### src/rtl/rc4_pkg.sv
// rtl/rc4_pkg.sv - shared RC4 types and constants for the encryptor and decryptor
package rc4_pkg;

    localparam int RC4_BYTE_W = 8;

    typedef enum logic [3:0] {
        AWAIT_START,
        COMPUTE_I,
        READ_SI,
        READ_SJ,
        SET_SI,
        SET_SJ,
        AWAIT_KS,
        LATCH_KS,
        AWAIT_PT,
        EMIT,
        DONE
    } state_t;

endpackage

### src/rtl/edge_detector.sv
// rtl/edge_detector.sv - registered rising-edge pulse generator for a level input
module edge_detector (
    input  logic clk,
    input  logic reset_n,
    input  logic level,
    output logic rise
);

    logic level_q;

    always_ff @(posedge clk or negedge reset_n) begin
        if (!reset_n) begin
            level_q <= 1'b0;
            rise    <= 1'b0;
        end else begin
            level_q <= level;
            rise    <= level & ~level_q;
        end
    end

endmodule

### src/rtl/rc4_stream_encryptor.sv
// rtl/rc4_stream_encryptor.sv - streaming RC4 PRGA encryptor over a shared single-port S RAM
module rc4_stream_encryptor
    import rc4_pkg::*;
#(
    parameter int RAM_WIDTH          = RC4_BYTE_W,
    parameter int RAM_LENGTH         = 8,
    parameter int MESSAGE_LENGTH     = 32,
    parameter int MESSAGE_LOG_LENGTH = 5
) (
    input  logic                          clk,
    input  logic                          reset_n,
    input  logic                          start,
    input  logic [RAM_WIDTH-1:0]          sOut,
    output logic [RAM_WIDTH-1:0]          sIn,
    output logic [RAM_LENGTH-1:0]         sAddr,
    output logic                          sWren,
    input  logic [RAM_WIDTH-1:0]          ptData,
    input  logic                          ptValid,
    output logic                          ptReady,
    output logic [RAM_WIDTH-1:0]          ctData,
    output logic                          ctValid,
    input  logic                          ctReady,
    output logic                          ctLast,
    output logic                          busy,
    output logic                          finished,
    output logic [MESSAGE_LOG_LENGTH-1:0] byteCount
);

    state_t                  state, state_n;
    logic [RAM_LENGTH-1:0]   i, j;
    logic [RAM_WIDTH-1:0]    si, sj, ks, ct;
    logic                    start_rise;
    logic                    last_byte;

    edge_detector u_start_edge (
        .clk     (clk),
        .reset_n (reset_n),
        .level   (start),
        .rise    (start_rise)
    );

    assign last_byte = (byteCount == MESSAGE_LOG_LENGTH'(MESSAGE_LENGTH - 1));

    // Every output decodes registered state only; ptValid/ctReady just steer the next state.
    assign ptReady  = (state == AWAIT_PT);
    assign ctValid  = (state == EMIT);
    assign ctData   = (state == EMIT) ? ct : '0;
    assign ctLast   = (state == EMIT) && last_byte;
    assign busy     = (state != AWAIT_START);
    assign finished = (state == DONE);

    always_comb begin
        state_n = state;
        case (state)
            AWAIT_START: if (start_rise) state_n = COMPUTE_I;
            COMPUTE_I:   state_n = READ_SI;
            READ_SI:     state_n = READ_SJ;
            READ_SJ:     state_n = SET_SI;
            SET_SI:      state_n = SET_SJ;
            SET_SJ:      state_n = AWAIT_KS;
            AWAIT_KS:    state_n = LATCH_KS;
            LATCH_KS:    state_n = AWAIT_PT;
            AWAIT_PT:    if (ptValid) state_n = EMIT;
            EMIT:        if (ctReady) state_n = last_byte ? DONE : COMPUTE_I;
            DONE:        state_n = AWAIT_START;
            default:     state_n = AWAIT_START;
        endcase
    end

    // SET_SJ writes after SET_SI, so when i == j the location ends up holding si.
    always_comb begin
        sAddr = '0;
        sIn   = '0;
        sWren = 1'b0;
        case (state)
            COMPUTE_I: sAddr = i + RAM_LENGTH'(1);
            READ_SI:   sAddr = j + RAM_LENGTH'(sOut);
            READ_SJ:   sAddr = i;
            SET_SI: begin
                sAddr = i;
                sIn   = sj;
                sWren = 1'b1;
            end
            SET_SJ: begin
                sAddr = j;
                sIn   = si;
                sWren = 1'b1;
            end
            AWAIT_KS:  sAddr = RAM_LENGTH'(si) + RAM_LENGTH'(sj);
            default:   sAddr = '0;
        endcase
    end

    always_ff @(posedge clk or negedge reset_n) begin
        if (!reset_n) begin
            state     <= AWAIT_START;
            i         <= '0;
            j         <= '0;
            si        <= '0;
            sj        <= '0;
            ks        <= '0;
            ct        <= '0;
            byteCount <= '0;
        end else begin
            state <= state_n;
            case (state)
                COMPUTE_I: i <= i + RAM_LENGTH'(1);
                READ_SI: begin
                    si <= sOut;
                    j  <= j + RAM_LENGTH'(sOut);
                end
                READ_SJ:  sj <= sOut;
                LATCH_KS: ks <= sOut;
                AWAIT_PT: if (ptValid) ct <= ptData ^ ks;
                EMIT:     if (ctReady && !last_byte) byteCount <= byteCount + MESSAGE_LOG_LENGTH'(1);
                DONE: begin
                    i         <= '0;
                    j         <= '0;
                    si        <= '0;
                    sj        <= '0;
                    ks        <= '0;
                    byteCount <= '0;
                end
                default: ;
            endcase
        end
    end

endmodule

### config.mk
export PLATFORM = sky130hd
export DESIGN_NAME = rc4_stream_encryptor
export DESIGN_NICKNAME = d
export VERILOG_FILES = /design/src/rtl/rc4_pkg.sv /design/src/rtl/edge_detector.sv /design/src/rtl/rc4_stream_encryptor.sv
export SDC_FILE = /design/constraint.sdc
export NUM_CORES = 1
export LEC_CHECK = 0
export CORE_ASPECT_RATIO = 1.2
export CORE_UTILIZATION = 25
export CTS_BUF_LIST = sky130_fd_sc_hd__clkbuf_8
export DETAILED_ROUTE_END_ITERATION = 8
export GPL_TIMING_DRIVEN = 0
export PLACE_DENSITY = 0.49
export REMOVE_ABC_BUFFERS = 1
export SLEW_MARGIN = 20
export SYNTH_ARGS = -nofsm -noshare
export SYNTH_HDL_FRONTEND = slang
export SYNTH_SLANG_ARGS = --single-unit
export TNS_END_PERCENT = 1
### constraint.sdc
create_clock -name clk -period 2.1 [get_ports clk]
set_input_delay 0.21 -clock clk [delete_from_list [all_inputs] [get_ports clk]]
set_output_delay 0.21 -clock clk [all_outputs]
set_load 0.02 [all_outputs]
* Word level (Yosys, flattened, before mapping)
Cells that the tools add are included.
Word-level totals: memory bits (read-only) 0, RAM bits 0, bits in latches 0, logic and storage cells 63, memories kept 0, bits in registers 59
Operators by class: magnitude comparators 0, multipliers 0, bitwise gates (word level) 3, reduce and logical (&&, ||, !) cells 15, equality and inequality tests 15, multiplexer cells 16, add/sub/neg operators 4, div/mod/pow operators 0, shifts and indexed selects 0
Operator list (number):
- $pmux W8 S2 | 6
- $pmux W4 S10 | 1
- $pmux W8 S5 | 1
- $add A8 B8 Y8 | 2
- $eq A4 B3 Y1 const B | 4
- $mux W4 | 4
- $eq A4 B4 Y1 const B | 3
- $pmux W5 S2 | 1
- $reduce_bool A2 Y1 | 5
- $add A8 B1 Y8 const B | 1
- $eq A4 B2 Y1 const B | 2
- $mux W8 | 1
- $xor A8 B8 Y8 | 1
- $ne A2 B1 Y1 const B | 3
- $add A5 B1 Y5 const B | 1
- $eq A5 B5 Y1 const B | 1
- $mux W5 | 1
- $eq A4 B1 Y1 const B | 1
- $logic_not A4 Y1 | 1
- $reduce_and A2 Y1 | 2
- $reduce_bool A4 Y1 | 1
- $reduce_or A2 Y1 | 2
- $reduce_and A3 Y1 | 1
- $logic_and A1 B1 Y1 | 2
- other kinds (5) | 5

* Logic depth before layout (Yosys ltp)
depth in word-level cells 5, gate-level depth with buffers 8

* By module
Synthesis repeated with hierarchy kept, for this count alone.
Second synthesis, totals: cells, all modules 400, area, all modules 3669.8 um^2
By module, submodules not included:
- rc4_stream_encryptor | sequential area each 1426.4 um^2, area an instance 3606.0 um^2, cells an instance 397, instances 1
- edge_detector | sequential area each 50.0 um^2, area an instance 63.8 um^2, cells an instance 3, instances 1

* Worst setup path after synthesis
OpenSTA, ideal clock, no wires.
kind reg2out, start point register si[1], end point output sAddr[7], buffers on the path 0, data arrival time 1.893 ns, stages on the path, launching flop included 8, data required time 1.890 ns, setup slack -0.003 ns, cell sequence dfrtp_1 -> ha_1 -> a21oi_1 -> nor2b_1 -> a311o_1 -> a31oi_1 -> xnor2_1 -> a221o_1
Between the ends: cells in the longest elaborated chain, start to end 2
RTL lines:
- start, declared | line rc4_stream_encryptor.sv:31 | logic [RAM_WIDTH-1:0] si, sj, ks, ct;
- start signal, assigned | line rc4_stream_encryptor.sv:109 | si <= sOut;
- $add A8 B8 Y8 | line rc4_stream_encryptor.sv:89 | AWAIT_KS: sAddr = RAM_LENGTH'(si) + RAM_LENGTH'(sj);
- $pmux W8 S5 | line rc4_stream_encryptor.sv:75 | case (state)
- end, declared | line rc4_stream_encryptor.sv:15 | output logic [RAM_LENGTH-1:0] sAddr,
Every way passes these cells.

* Worst setup path after layout
start point input sOut[3], end point output sAddr[7]
Between the ends: cells in the longest elaborated chain, start to end 2
RTL lines:
- start, declared | line rc4_stream_encryptor.sv:13 | input logic [RAM_WIDTH-1:0] sOut,
- $add A8 B8 Y8 | line rc4_stream_encryptor.sv:77 | READ_SI: sAddr = j + RAM_LENGTH'(sOut);
- $pmux W8 S5 | line rc4_stream_encryptor.sv:75
Every way passes these cells.

==> run metrics <==
outcome=complete, but fails checks; failing checks=design-rule violations, negative setup slack; Routed WL=10400 µm; clock sink total=59; worst relative slew slack=between 50% and 60%; met2 WL=4790 µm; drt drc=7; combined flip-flop and latch cell area=roughly 1500 µm²; Net Sw Power=between 3 and 4 mW; Die ar.=14800 µm²; top cells by area, synth=dfrtp_1, a22o_1, ha_1, xnor2_1, nand2_1; power density over the cells=1530 nW/µm²; peak supply drop=483 µV; Achievable Freq=0.385 GHz; largest net degree at the start of global routing=42; Worst-path clk slew=70 ps; routability cong.=0.757; Critical Path Max Stage Delay=580 ps; detailed router's first-iteration violation count=128; most instantiated library cell after synthesis=dfrtp_1; Post-Syn Instances=383; Fin Hold WS=310 ps; Worst path slowest cell=clkdlybuf4s50_1; Placed Cells=591; RSZ-0062 raised after global routing=yes; first-pass GRT wire length=16800 µm; area share of the largest cell type after synthesis=41.3%; CTS tree=built; I/O pins=56; DP HPWL=7070 µm; Worst Path Required=1890 ps; # H-tree levels=3; starting density of the core=25.8%; diode count=0; final core utilization=34.8%; Top FF cell, synth=dfrtp_1; register area share after synthesis=41.3%; Gate power share=54.6%; Multi-input gate area=roughly 2200 µm²; switching share of power=a little over two fifths; total power draw=7.41 mW; Post-synth EDFFs=0; Antenna Nets Post-Route=0; Post-synth top cells=dfrtp_1, nand2_1, nor2_1, a22o_1; final hold violations=0; CTS Buf Count=9; Clock Skews=10.9 ps; Arrival @ worst endpoint=between 2000 and 2500 ps; Cell variety after synth=between 40 and 50; Final Cell Area=between 4000 and 5000 µm²; number of global-route vias before repair=3235; dpl cell area=between 4000 and 5000 µm²; antenna violations before repair=0; row cnt=47; Internal=around 4.2 mW; min-delay worst type=in -> async; clk_lat worst skew=approximately 350 ps; PortBufs=55; routed vias=~3100; setup slack after layout=-499 ps; area leader, netlist=dfrtp_1; CP Capture Type=output port; syn avg cell area=9.34 µm²; Fillers=1442; cell area after synthesis=3580 µm²; Root Buffer=clkbuf_8; Die Width=111 µm; clock power share=between 10% and 20%; all-layer global routing usage=14.6%; Setup crit start kind=input pin; fin crit period=2600 ps; Nets=488; Area Growth Syn to Fin=35.2%; final setup fails=9; Synth async-reset ratio=between 90% and 100%; Avg WL per Cell=16.6 µm; register share of total power=30.2%; Setup TNS Final=-2450 ps; number of synthesized register bits=about 60; fin. max-slew vios=0; First-pass DRT Iterations=6; die height=133 µm; Core Area=13900 µm²; leakage=2.13 nW; YS warnings=0; critical-path cell list=clkdlybuf4s50_1 > ha_4 > o21ai_0 > nor2_1 > a41oi_2 > xnor2_1 > a221o_1 > buf_2; Post-Layout Cell Count=624; vias per cell=5.01; pin slew with the least headroom to its limit=666 ps; pre-CTS setup slack=-1220 ps; Final Cycle Share=124%; met3 wire len=408 µm; Crit Path Class=in -> out; maxcap violations=0; Max FO, Critical Path=4; Bufs on Longest Clock Path=2; grt ovf=0; routed length on met1=4940 µm; Max Used Layer=met4; fraction of layout cells with a size suffix above 1=22.7%
## metal layers
layer  up-vias  global-route usage, %
met4         0                   6.23
li1       1515                      -
met3        20                   3.11
met2        74                   23.3
met5         -                      0
met1      1518                   19.2
## power groups by stage
stage          Combinational, mW  Clock [mW]  Sequential (mW)
3_3_place_gp                3.39           0             2.21
5_1_grt                     4.48        1.21             2.32
6_report                    4.05        1.12             2.24
2_1_floorplan               2.33           0             2.08
4_1_cts                     3.93        1.15             2.22
3_5_place_dp                3.43           0             2.23
## layout make-up
cell class                 count  area share, %
clock buffer                  11           3.13
inverter                       2          0.155
clock inverter                 5           1.27
timing repair buffer          73           14.0
sequential                    59           30.8
tap                          171           4.42
multi-input combinational    303           46.2
## what timing repair did
action                     in CTS  in global routing
resized for setup             141                 32
setup endpoints to repair      57                 26
hold buffers                    1                  0
buffers inserted               15                  1
pin swaps                      17                 10
hold endpoints to repair       18                  0
## layout by cell type, fill, tap and decap left out, types with 6 or more instances in the layout
cell type	count
o21ai_0	29
clkbuf_8	11
nor2_1	33
mux2i_1	6
and2_1	10
buf_4	16
buf_2	7
dfrtp_1	55
a21oi_1	25
xnor2_1	18
nand2_1	39
xor2_1	11
buf_6	10
clkdlybuf4s50_1	23
ha_1	11
a22o_1	34
a21o_1	7
## registers in the layout, summed over array words and instances (netlist names)
| name | count |
|---|---|
| j | 8 |
| u_start_edge.rise | 1 |
| u_start_edge.level_q | 1 |
| i | 8 |
| sj | 8 |
| si | 8 |
| ks | 8 |
| ct | 8 |
| byteCount | 5 |
| state | 4 |
## worst paths after layout
path                                                 from                             end  slack, ps  cells after the start
max                                               sOut[3]                        sAddr[7]       -500                      8
min                                               reset_n        byteCount[4]$_DFFE_PN0P_        310                      2
max reg2reg                      byteCount[0]$_DFFE_PN0P_        byteCount[3]$_DFFE_PN0P_        210                      7
min reg2reg                u_start_edge.level_q$_DFF_PN0_     u_start_edge.rise$_DFF_PN0_        400                      1
max in group asynchronous                         reset_n            state[3]$_DFFE_PN0P_       1280                      3
min in group clk                                    start  u_start_edge.level_q$_DFF_PN0_        330                      1
## logic make-up (layout without fill, tap and decap cells)
kind of cell             after synthesis  in the layout  share of synthesized area (%)
AO/OA/AOI/OAI                        126            126                           23.5
multiplexers                           6              6                           1.68
XOR/XNOR                              29             29                           7.10
adder cells (fa/ha/maj)               19             19                           7.07
AND/OR/NAND/NOR                      123            123                           16.6
buffers and inverters                 21             91                           2.76
flip-flops                            59             59                           41.3
## worst max-delay path, delay by kind of cell
family,cells,cell delay [ps]
xor gates and xnor gates,1,160
AOI/OAI and AO/OA,3,640
and+or+nand+nor,1,250
adders and majority gates,1,370
buffers and inverters,2,750
No activity file was read; power rests on OpenSTA's default activity.
